<file path="config.mk">
export PLATFORM = sky130hd
export DESIGN_NAME = buf_pool_arbiter
export DESIGN_NICKNAME = d
export VERILOG_FILES = /design/src/rtl/buf_pool_pkg.sv /design/src/rtl/buf_pool_arbiter_rr_arbiter.sv /design/src/rtl/buf_pool_arbiter.sv
export SDC_FILE = /design/constraint.sdc
export NUM_CORES = 1
export LEC_CHECK = 0
export CAP_MARGIN = 20
export CORE_MARGIN = 3
export CORE_UTILIZATION = 63
export DETAILED_ROUTE_END_ITERATION = 16
export DONT_BUFFER_PORTS = 1
export GPL_TIMING_DRIVEN = 0
export MAX_ROUTING_LAYER = met4
export PLACE_DENSITY = 0.81
export SLEW_MARGIN = 5
export SYNTH_ARGS = -nofsm -noshare
export SYNTH_HDL_FRONTEND = slang
export SYNTH_SLANG_ARGS = --single-unit
</file>
<file path="constraint.sdc">
create_clock -name i_clock -period 5.3 [get_ports i_clock]
set_input_delay 1.06 -clock i_clock [delete_from_list [all_inputs] [get_ports i_clock]]
set_output_delay 1.06 -clock i_clock [all_outputs]
set_load 0.02 [all_outputs]
</file>
<file path="src/rtl/buf_pool_pkg.sv">
// buf_pool_pkg: shared buffer-pool types and the lowest-free-index helper.
package buf_pool_pkg;
    localparam int NBUF = 16;
    localparam int ADDR_W = 4;
    typedef logic [ADDR_W-1:0] buf_addr_t;
    typedef logic [NBUF-1:0] busy_vec_t;
    function automatic buf_addr_t first_free(input busy_vec_t busy);
        first_free = '0;
        for (int i = NBUF - 1; i >= 0; i--)
            if (!busy[i]) first_free = buf_addr_t'(i);
    endfunction
endpackage

</file>
<file path="src/rtl/buf_pool_arbiter_rr_arbiter.sv">
// rr_arbiter: one-hot round-robin pick, scanning upward from i_ptr with wrap.
module rr_arbiter #(
    parameter int N = 4
) (
    input  logic [N-1:0]         i_req,
    input  logic [$clog2(N)-1:0] i_ptr,
    input  logic                 i_enable,
    output logic [N-1:0]         o_gnt
);
    localparam int PW = $clog2(N);
    logic [PW-1:0] w_idx;
    // Walk offsets high to low so the closest requester to i_ptr wins last.
    always_comb begin
        o_gnt = '0;
        w_idx = '0;
        for (int k = N - 1; k >= 0; k--) begin
            w_idx = PW'((int'(i_ptr) + k) % N);
            if (i_enable && i_req[w_idx]) o_gnt = N'(1) << w_idx;
        end
    end
endmodule

</file>
<file path="src/rtl/buf_pool_arbiter.sv">
// buf_pool_arbiter: 16-entry buffer pool shared by NREQ requesters; BUF_QUOTA_EN adds per-requester limits.
module buf_pool_arbiter
    import buf_pool_pkg::*;
#(
    parameter int NREQ = 4
`ifdef BUF_QUOTA_EN
    , parameter int MAX_PER_REQ = 6
`endif
) (
    input  logic                    i_clock,
    input  logic                    i_reset,
    input  logic [NREQ-1:0]         i_req,
    output logic [NREQ-1:0]         o_gnt,
    output logic [3:0]              o_gnt_addr,
    input  logic                    i_free_valid,
    input  logic [$clog2(NREQ)-1:0] i_free_id,
    input  logic [3:0]              i_free_addr,
    output logic [4:0]              o_count,
    output logic                    o_full,
    output logic                    o_free_err
);
    localparam int IDW = $clog2(NREQ);
    busy_vec_t      r_busy;
    logic [IDW-1:0] r_owner [NBUF];
    logic [4:0]     r_count;
    logic [IDW-1:0] r_rr_ptr;
    logic           r_free_err;
    logic [IDW-1:0] w_gnt_id;
    logic [NREQ-1:0] w_mask, w_gnt;
    logic           w_full, w_gnt_any, w_free_ok;
    buf_addr_t      w_addr;
    assign w_full = r_count == 5'(NBUF);
    assign w_addr = first_free(r_busy);
    assign w_gnt_any = |w_gnt;
    assign w_free_ok = i_free_valid && r_busy[i_free_addr] && r_owner[i_free_addr] == i_free_id;
    always_comb begin
        w_gnt_id = '0;
        for (int i = 0; i < NREQ; i++)
            if (w_gnt[i]) w_gnt_id = IDW'(i);
    end
    rr_arbiter #(.N(NREQ)) u_rr (
        .i_req(i_req & ~w_mask),
        .i_ptr(r_rr_ptr),
        .i_enable(!w_full),
        .o_gnt(w_gnt)
    );
    assign o_gnt = w_gnt;
    assign o_gnt_addr = w_gnt_any ? w_addr : '0;
    assign o_count = r_count;
    assign o_full = w_full;
    assign o_free_err = r_free_err;
    // Grant and free never touch the same entry: the grant picks a non-busy one.
    always_ff @(posedge i_clock) begin
        if (i_reset) begin
            r_busy <= '0;
            for (int i = 0; i < NBUF; i++) r_owner[i] <= '0;
            r_count <= '0;
            r_rr_ptr <= '0;
            r_free_err <= 1'b0;
        end else begin
            if (w_gnt_any) begin
                r_busy[w_addr] <= 1'b1;
                r_owner[w_addr] <= w_gnt_id;
                r_rr_ptr <= w_gnt_id == IDW'(NREQ - 1) ? '0 : w_gnt_id + 1'b1;
            end
            if (w_free_ok) r_busy[i_free_addr] <= 1'b0;
            r_count <= r_count + 5'(w_gnt_any) - 5'(w_free_ok);
            r_free_err <= i_free_valid && !w_free_ok;
        end
    end
`ifdef BUF_QUOTA_EN
    logic [2:0] r_out [NREQ];
    always_ff @(posedge i_clock) begin
        for (int i = 0; i < NREQ; i++)
            r_out[i] <= i_reset ? 3'd0 : r_out[i] + 3'(w_gnt[i]) - 3'(w_free_ok && i_free_id == IDW'(i));
    end
    always_comb begin
        for (int i = 0; i < NREQ; i++) w_mask[i] = r_out[i] == 3'(MAX_PER_REQ);
    end
`else
    assign w_mask = '0;
`endif
endmodule

</file>
# After elaboration in Yosys (flattened, before gate mapping)

Memory sizes are Yosys's and may differ from the RTL's.
Cells that the tools add are included.

Shift operators: 4
Order comparisons: 8
Equal/unequal tests: 3
Bitwise logic cells: 3
Reduce and logical (&&, ||, !) cells: 13
Add/sub/neg operators: 6
Muxes and demuxes: 50

Operator list:

| cell                | count |
|---|---|
| $mux 4              | 22 |
| $mux 16             | 3 |
| $and 16x16->16      | 1 |
| $not 16->16         | 1 |
| $or 16x16->16       | 1 |
| $shl 1x2->4 const A | 4 |
| $mux 1              | 14 |
| $lt 2x3->1 const B  | 4 |
| $lt 4x5->1 const B  | 2 |
| $logic_and 1x1->1   | 9 |
| $bmux 1 s2          | 4 |
| $demux 1 s4         | 2 |
| $ge 4x1->1 const B  | 2 |
| $mux 2              | 4 |
| $add 5x1->5         | 1 |
| $eq 5x5->1 const B  | 1 |
| $sub 5x1->5         | 1 |
| $add 2x1->2 const B | 2 |
| $add 2x2->2 const B | 2 |
| $bmux 1 s4          | 1 |
| $reduce_or 4->1     | 1 |
| $eq 2x2->1          | 1 |
| $eq 2x2->1 const B  | 1 |
| $logic_not 1->1     | 2 |
| $reduce_or 2->1     | 1 |

Bits of input ports: 13
Output and inout bits: 15
Memories: 1
Logic and storage cells: 92
Register bits: 24
Bits in writable memories: 32

Memories:

| name    | depth | bits a word | rd ports | clocked after Yosys merged registers in | write ports | line                   | source |
|---|---|---|---|---|---|---|---|
| r_owner | 16    | 2           | 1        | 0                                       | 16          | buf_pool_arbiter.sv:24 | `logic [IDW-1:0] r_owner [NBUF];` |

# Logic depth before layout (Yosys ltp)

Gate-level depths: netlist of run 1.

Depth in word-level cells: 25
Gate-level depth with buffers: 19
Depth with buffers taken out: 17

# By module

A second synthesis of run 1 with hierarchy kept.

Cells, all modules: 367
Area total of the unflattened synthesis: 3593.4 µm²

Modules (own cells, without submodules):

| module           | area each (µm²) | instances | seq. area each (µm²) | cells an instance |
|---|---|---|---|---|
| buf_pool_arbiter | 3250.6          | 1         | 1441.4               | 326 |
| rr_arbiter       | 342.8           | 1         | 0.0                  | 41 |

# Least setup slack after synthesis of run 1

OpenSTA, ideal clock, no wires.

Kind: register -> output
From: reg r_rr_ptr[0]
To: out o_gnt_addr[0]
Cell stages (with the launch flop): 11
Arrival: 3.123 ns
Slack: 1.117 ns
Data required time: 4.240 ns
Path buffers: 2
Path through: dfxtp_1 buf_2 inv_1 ha_1 mux4_2 a211oi_2 o31ai_4 nand4_2 nor2_1 buf_2 a211oi_1

Longest elaborated chain between the ends: 10
Elaborated cells between the ends (all ways): 25
Those cells by class: add/sub: 3; shift: 4; mux: 13; reduce/logical: 5

Ends and longest elaborated chain:

| item                         | line                              | source |
|---|---|---|
| start, declared              | buf_pool_arbiter.sv:26            | `logic [IDW-1:0] r_rr_ptr;` |
| start signal, assigned       | buf_pool_arbiter.sv:64            | `r_rr_ptr <= w_gnt_id == IDW'(NREQ - 1) ? '0 : w_gnt_id + 1'b1;` |
| $add 2x2->2                  | buf_pool_arbiter_rr_arbiter.sv:17 | `w_idx = PW'((int'(i_ptr) + k) % N);` |
| $bmux 1 s2                   | buf_pool_arbiter_rr_arbiter.sv:18 | `if (i_enable && i_req[w_idx]) o_gnt = N'(1) << w_idx;` |
| $mux 1 (not written as such) | buf_pool_arbiter_rr_arbiter.sv:18 |  |
| $logic_and 1x1->1            | buf_pool_arbiter_rr_arbiter.sv:18 |  |
| $mux 4 (3 in a row)          | buf_pool_arbiter_rr_arbiter.sv:18 |  |
| $mux 4 *                     | buf_pool_arbiter_rr_arbiter.sv:18 |  |
| $reduce_or 4->1 *            | buf_pool_arbiter.sv:34            | `assign w_gnt_any = \|w_gnt;` |
| $mux 4 *                     | buf_pool_arbiter.sv:48            | `assign o_gnt_addr = w_gnt_any ? w_addr : '0;` |
| end, declared                | buf_pool_arbiter.sv:14            | `output logic [3:0] o_gnt_addr,` |

Mark *: on every way between the ends. The rest lies on a longest branch, timed or not. The select of a mux whose other input is x is not followed.

# Worst setup path in the final report of run 1

Same ends and word-level chain as after synthesis.

==> results of run 1 <==
-- registers in the layout, indices dropped and copies added, names as in the netlist --
signal      cells
o_free_err      1
o_count         5
r_rr_ptr        2
r_owner        32
r_busy         16
-- kinds of logic after synthesis --
kind of cell	share of synthesized area, %
AO/OA/AOI/OAI	18.2
XOR/XNOR	2.83
adder cells (fa/ha/maj)	4.92
buffers and inverters	4.28
flip-flops	38.9
multiplexers	10.9
AND/OR/NAND/NOR	20.1
-- critical path: stages, from the launching register on --
cell	delay [ns]
dfxtp_1	0.49
buf_2	0.27
inv_1	0.14
ha_1	0.39
mux4_2	0.62
a211oi_2	0.33
o31ai_4	0.16
nand4_2	0.21
nor2_1	0.10
buf_2	0.21
a211oi_1	0.66
-- through the flow --
stage | total power [uW] | util, % | setup WS (ns) | cell area (um^2)
2_1_floorplan | 1230 | - | 1.12 | 3710
3_3_place_gp | 1410 | 67.8 | 0.724 | 3800
3_5_place_dp | 1430 | 67.8 | 0.625 | 3800
4_1_cts | 1710 | 69.7 | 0.337 | 3910
5_1_grt | 1840 | 69.7 | 0.0726 | 3910
6_report | 1730 | 69.7 | 0.349 | 3910
-- how the worst max path moves through the flow --
stage,end,startpoint,slack [ns]
5_1_grt,o_gnt_addr[0],r_rr_ptr[0]$_SDFFE_PP0N_,0.07
4_1_cts,o_gnt_addr[0],r_rr_ptr[0]$_SDFFE_PP0N_,0.34
3_3_place_gp,o_count[4]$_SDFF_PP0_,r_rr_ptr[0]$_SDFFE_PP0N_,0.72
2_1_floorplan,o_gnt_addr[0],r_rr_ptr[0]$_SDFFE_PP0N_,1.12
6_report,o_gnt_addr[0],r_rr_ptr[0]$_SDFFE_PP0N_,0.35
3_5_place_dp,o_count[4]$_SDFF_PP0_,r_rr_ptr[0]$_SDFFE_PP0N_,0.63
-- power by group --
| part | internal, uW | switching (uW) |
|---|---|---|
| registers | 521 | 67.7 |
| logic | 274 | 579 |
| clock network | 143 | 146 |
-- placed cells by master (no fill, tap or decap), drive strengths merged, types with 8 or more instances in the layout --
master,instances
ha,13
a21oi,16
nor2b,9
o31ai,8
edfxtp,32
nand3,9
nand2b,8
clkbuf,16
inv,21
mux4,16
o21ai,17
nand2,36
buf,9
nand4,12
nor3,21
dfxtp,24
nor2,35
-- cell type report --
type | count | area share [%]
Clock inverter | 2 | 0.992
Buffer | 19 | 2.05
Sequential cell | 56 | 36.9
Multi-Input combinational cell | 284 | 53.9
Inverter | 21 | 2.02
Tap cell | 72 | 2.30
Clock buffer | 6 | 1.86
-- per-layer routing --
layer	wire length, um	vias to the layer above	track usage (%)
met5	0	-	-
met4	193	0	8.01
met2	4450	204	47.9
met1	3770	1542	39.4
met3	972	19	5.21
li1	-	1458	-
==> flow_summary.yaml, run 1 <==
placement:
  routabilityCongestion: 0.966
  port_buffers: 0
  hpwl_mm: 7.09
  placed_cells: 452
synth:
  syn-num-nets: 407
  seq_area_frac_synth_pct: 38.9
  synth-edff-count: 32
  synthTopCellsByArea: "edfxtp_1 (26%), dfxtp_1 (13%), mux4_2 (9.7%)"
  ys_ff_latch: 56
  post_synth.cell_area_avg_um2: 9.76
  ys.flop_type: "edfxtp_1"
  synth_commonest_cells: "nand2_1 (36), nor2_1 (35), edfxtp_1 (32)"
  async_flop_share_pct: 0
  synth_most_common_cell: "nand2_1"
  syn_area_um2: 3710
  synth_cells: 380
  ys_warn_count: 0
  yosys.cell_types.count: 59
  yosysTopAreaCell: "edfxtp_1"
  synth_top_area_share_pct: 25.9
clock_tree:
  cts_buffers: 5
  cts_buffer_depth: 2
  cts_setup_buffers: 0
  cts_num_sinks: 56
  cts_hold_buf: 0
  htree_levels: 2
  cts_root_buf: "clkbuf_8"
  clk_pin_slew_ns: 0.11
  cts_resized: 0
  clock_latency_ns: 0.31
  tritoncts: "done"
grt:
  grt_use_total_pct: 29.9
  grt-ovfl-total: 0
  first_global_vias: 2918
  grt_pass1_wl_mm: 14.7
  antenna_found_initial: 0
  grt_max_degree: 18
critical_path:
  critical_path_class: "reg2out"
  worstPathRequired_ns: 4.24
  rr_worst_depth: 19
  crit_path_max_fanout: 10
  r2r-start: "r_rr_ptr[0]$_SDFFE_PP0N_"
  cp-end-kind: "output port"
  start_kind: "flip-flop"
  critical_path_arrival_ns: 3.89
  r2r_slack_ns: 0.60
  r2r_end: "o_count[4]$_SDFF_PP0_"
sta:
  finClkSkew_ns: 0.0106
  hold_viol: 0
  rsz0062_at_grt: "false"
  fmaxAchievable_mhz: 202
  tns_ns: 0
  slew_violations: 0
  finalCritPeriodShare_pct: 93.4
  finalSetupViolations: 0
  period_minus_slack_ns: 4.95
  holdWs_ns: 0.517
  relSlewSlack_pct: 31.1
  worstMarginPinSlew_ns: 1.02
floorplanning:
  die_h_um: 82.7
  start_util_pct: 66.2
  pin_count: 28
  dieArea_um2: 6850
  core_um2: 5610
  rows: 27
  dieWidth_um: 82.7
final_layout:
  ff_latch_area_um2: 1440
  diodes: 0
  multiInputGateArea_um2: 2110
  finalNetCount: 414
  synthToLayoutAreaGrowth_pct: 5.43
  nFillCells: 455
  drive_gt1_share_pct: 11.3
  final_cells: 460
detailed_routing:
  via_count: 3223
  firstDrtPassIters: 5
  postRouteAntennaNets: 0
  wl_per_cell_um: 20.4
  drt_wl_total_mm: 9.38
  drcViolationCount: 0
  via_per_inst: 7.01
  first_iter_violations: 382
job:
  drv_cap: 0
worst_hold_path:
  whs_path_depth: 2
  min-delay-start: "r_busy[15]$_SDFF_PP0_"
  min_to: "r_busy[15]$_SDFF_PP0_"
  hp-class: "reg2reg"
power:
  p_per_area_nw_per_um2: 443
  peakVddDrop_v: 0.000524
  p_leak_uw: 0.00134
outcome:
  outcome: "finished, final reports clean"
No activity file was read; power rests on OpenSTA's default activity.
==> run 2, diff against run 1 <==
--- a/config.mk
+++ b/config.mk
@@ -12,8 +12,8 @@
 export DONT_BUFFER_PORTS = 1
 export GPL_TIMING_DRIVEN = 0
 export MAX_ROUTING_LAYER = met4
-export PLACE_DENSITY = 0.81
-export SLEW_MARGIN = 5
+export PLACE_DENSITY = 0.84
+export SKIP_CTS_REPAIR_TIMING = 1
 export SYNTH_ARGS = -nofsm -noshare
 export SYNTH_HDL_FRONTEND = slang
 export SYNTH_SLANG_ARGS = --single-unit
==> run 2 against run 1 <==
Largest cell class unchanged. First-iteration DRC count shrank 3.7%. Register-to-register slack about the same. Flip-flop and latch count is the same. Largest power group unchanged. Via count shrank 0.56%. Die area did not move. Clock power about the same. Cell area unchanged.
==> flow_summary.yaml, run 2 (synthesized netlist as in run 1, its figures left out) <==
critical_path:
  critical_path_class: "reg2out"
  r2r-start: "r_rr_ptr[0]$_SDFFE_PP0N_"
  r2r_end: "o_count[4]$_SDFF_PP0_"
  cp-end-kind: "output port"
  critical_path_arrival_ns: 3.86
  crit_buf_inv: 3
  crit_slowest_cell: "mux4_2"
  cp_common_cell: "buf_2"
  max_stage_delay_ns: 0.62
  start_kind: "flip-flop"
  crit_path_max_fanout: 10
  worstPathRequired_ns: 4.24
  path_delay_family: "compound AO/OA/AOI/OAI gates"
  rr_worst_depth: 19
  r2r_slack_ns: 0.61
  path_cells: "buf_2 > inv_1 > ha_1 > mux4_2 > a211oi_2 > o31ai_4 > nand4_2 > nor2_1 > buf_2 > a211oi_1"
detailed_routing:
  via_count: 3205
  wl_per_cell_um: 20.6
  drcViolationCount: 0
  postRouteAntennaNets: 0
  first_iter_violations: 368
  drt_wl_total_mm: 9.48
  via_per_inst: 6.97
  firstDrtPassIters: 8
sta:
  finalCritPeriodShare_pct: 92.8
  worst_slack_ns: 0.382
  rsz0062_at_grt: "false"
  finalSetupViolations: 0
  worstMarginPinSlew_ns: 1.08
  hold_viol: 0
  holdWs_ns: 0.517
  tns_ns: 0
  fmaxAchievable_mhz: 203
  finClkSkew_ns: 0.00626
  relSlewSlack_pct: 27.3
  slew_violations: 0
  period_minus_slack_ns: 4.92
placement:
  hpwl_mm: 7.15
  pre_cts_ws_ns: 0.648
  place_area_um2: 3800
  routabilityCongestion: 0.940
  port_buffers: 0
worst_hold_path:
  min-delay-start: "r_busy[12]$_SDFF_PP0_"
  min_to: "r_busy[12]$_SDFF_PP0_"
  hp-class: "reg2reg"
  whs_path_depth: 2
final_layout:
  synthToLayoutAreaGrowth_pct: 5.43
  regMostFlops: "r_owner"
  drive_gt1_share_pct: 11.3
  largest_reg_flops: 32
  final_common_cell: "nand2_1"
  finalNetCount: 414
  design_area_um2: 3910
  nFillCells: 421
  diodes: 0
  final_cell_mix: "nand2_1 (36), nor2_1 (35), edfxtp_1 (32)"
grt:
  grt_use_total_pct: 30.8
  grt_pass1_wl_mm: 15.2
  grt_max_degree: 18
  grt-ovfl-total: 0
  antenna_found_initial: 0
  first_global_vias: 3107
floorplanning:
  start_util_pct: 66.2
  pin_count: 28
  dieArea_um2: 6850
  core_um2: 5610
  dieWidth_um: 82.7
  rows: 27
  die_h_um: 82.7
power:
  power_uw: 1720
  p_leak_uw: 0.00134
  peakVddDrop_v: 0.000402
  p_per_area_nw_per_um2: 439
clock_tree:
  cts_root_buf: "clkbuf_8"
  cts_num_sinks: 56
  htree_levels: 2
  cts_buffers: 5
  tritoncts: "done"
  cts_buffer_depth: 2
  clk_pin_slew_ns: 0.10
  clock_latency_ns: 0.31
job:
  drv_cap: 0
outcome:
  outcome: "finished, final reports clean"
## run 2: cell counts in the layout (fill, tap and decap cells not counted)
No cell type changed its count.
## run 2: metrics by stage
| stage | utilization, % | std cells |
|---|---|---|
| global route | 69.7 | 460 |
| finish | 69.7 | 460 |
| detailed placement | 67.8 | 452 |
| global placement | 67.8 | 452 |
| floorplan | - | 380 |
| CTS | 69.7 | 460 |
## run 2: power breakdown
group	internal, uW	switching, uW	total [uW]
Sequential	521	68.9	590
Clock	143	144	287
Combinational	273	566	839
Total	937	779	1720
## run 2: worst max path at each step
stage / start / to / depth (start not counted)
floorplan: r_rr_ptr[0]$_SDFFE_PP0N_ / o_gnt_addr[0] / 10
global placement: r_rr_ptr[0]$_SDFFE_PP0N_ / o_count[4]$_SDFF_PP0_ / 19
detailed placement: r_rr_ptr[0]$_SDFFE_PP0N_ / o_count[4]$_SDFF_PP0_ / 19
CTS: r_rr_ptr[0]$_SDFFE_PP0N_ / o_gnt_addr[0] / 10
global route: r_rr_ptr[0]$_SDFFE_PP0N_ / o_gnt_addr[0] / 10
finish: r_rr_ptr[0]$_SDFFE_PP0N_ / o_gnt_addr[0] / 10
## run 2: worst reg2reg max path, delay by kind of cell (launching register included)
family | cells | cell delay [ns]
adder cells (fa/ha/maj) | 4 | 1.22
AND/OR/NAND/NOR | 4 | 0.74
buffers and inverters | 6 | 0.85
flip-flops | 1 | 0.51
multiplexers | 1 | 0.62
AO/OA/AOI/OAI | 4 | 0.61
## run 2: per-layer routing
layer / part of all wire [%] / global-route usage, % / up-vias
li1: - / - / 1460
met1: 40 / 38.5 / 1527
met2: 48 / 50.2 / 190
met3: 9.6 / 5.97 / 28
met4: 2.7 / 10.6 / 0
met5: 0 / - / -
## run 2: cell type report
cell class                 instances  area (um^2)  share of cell area (%)
multi-input combinational        284         2110                    53.9
sequential                        56         1440                    36.9
tap                               72         90.1                    2.30
buffer                            19         80.1                    2.05
inverter                          21         78.8                    2.02
clock buffer                       6         72.6                    1.86
clock inverter                     2         38.8                   0.992
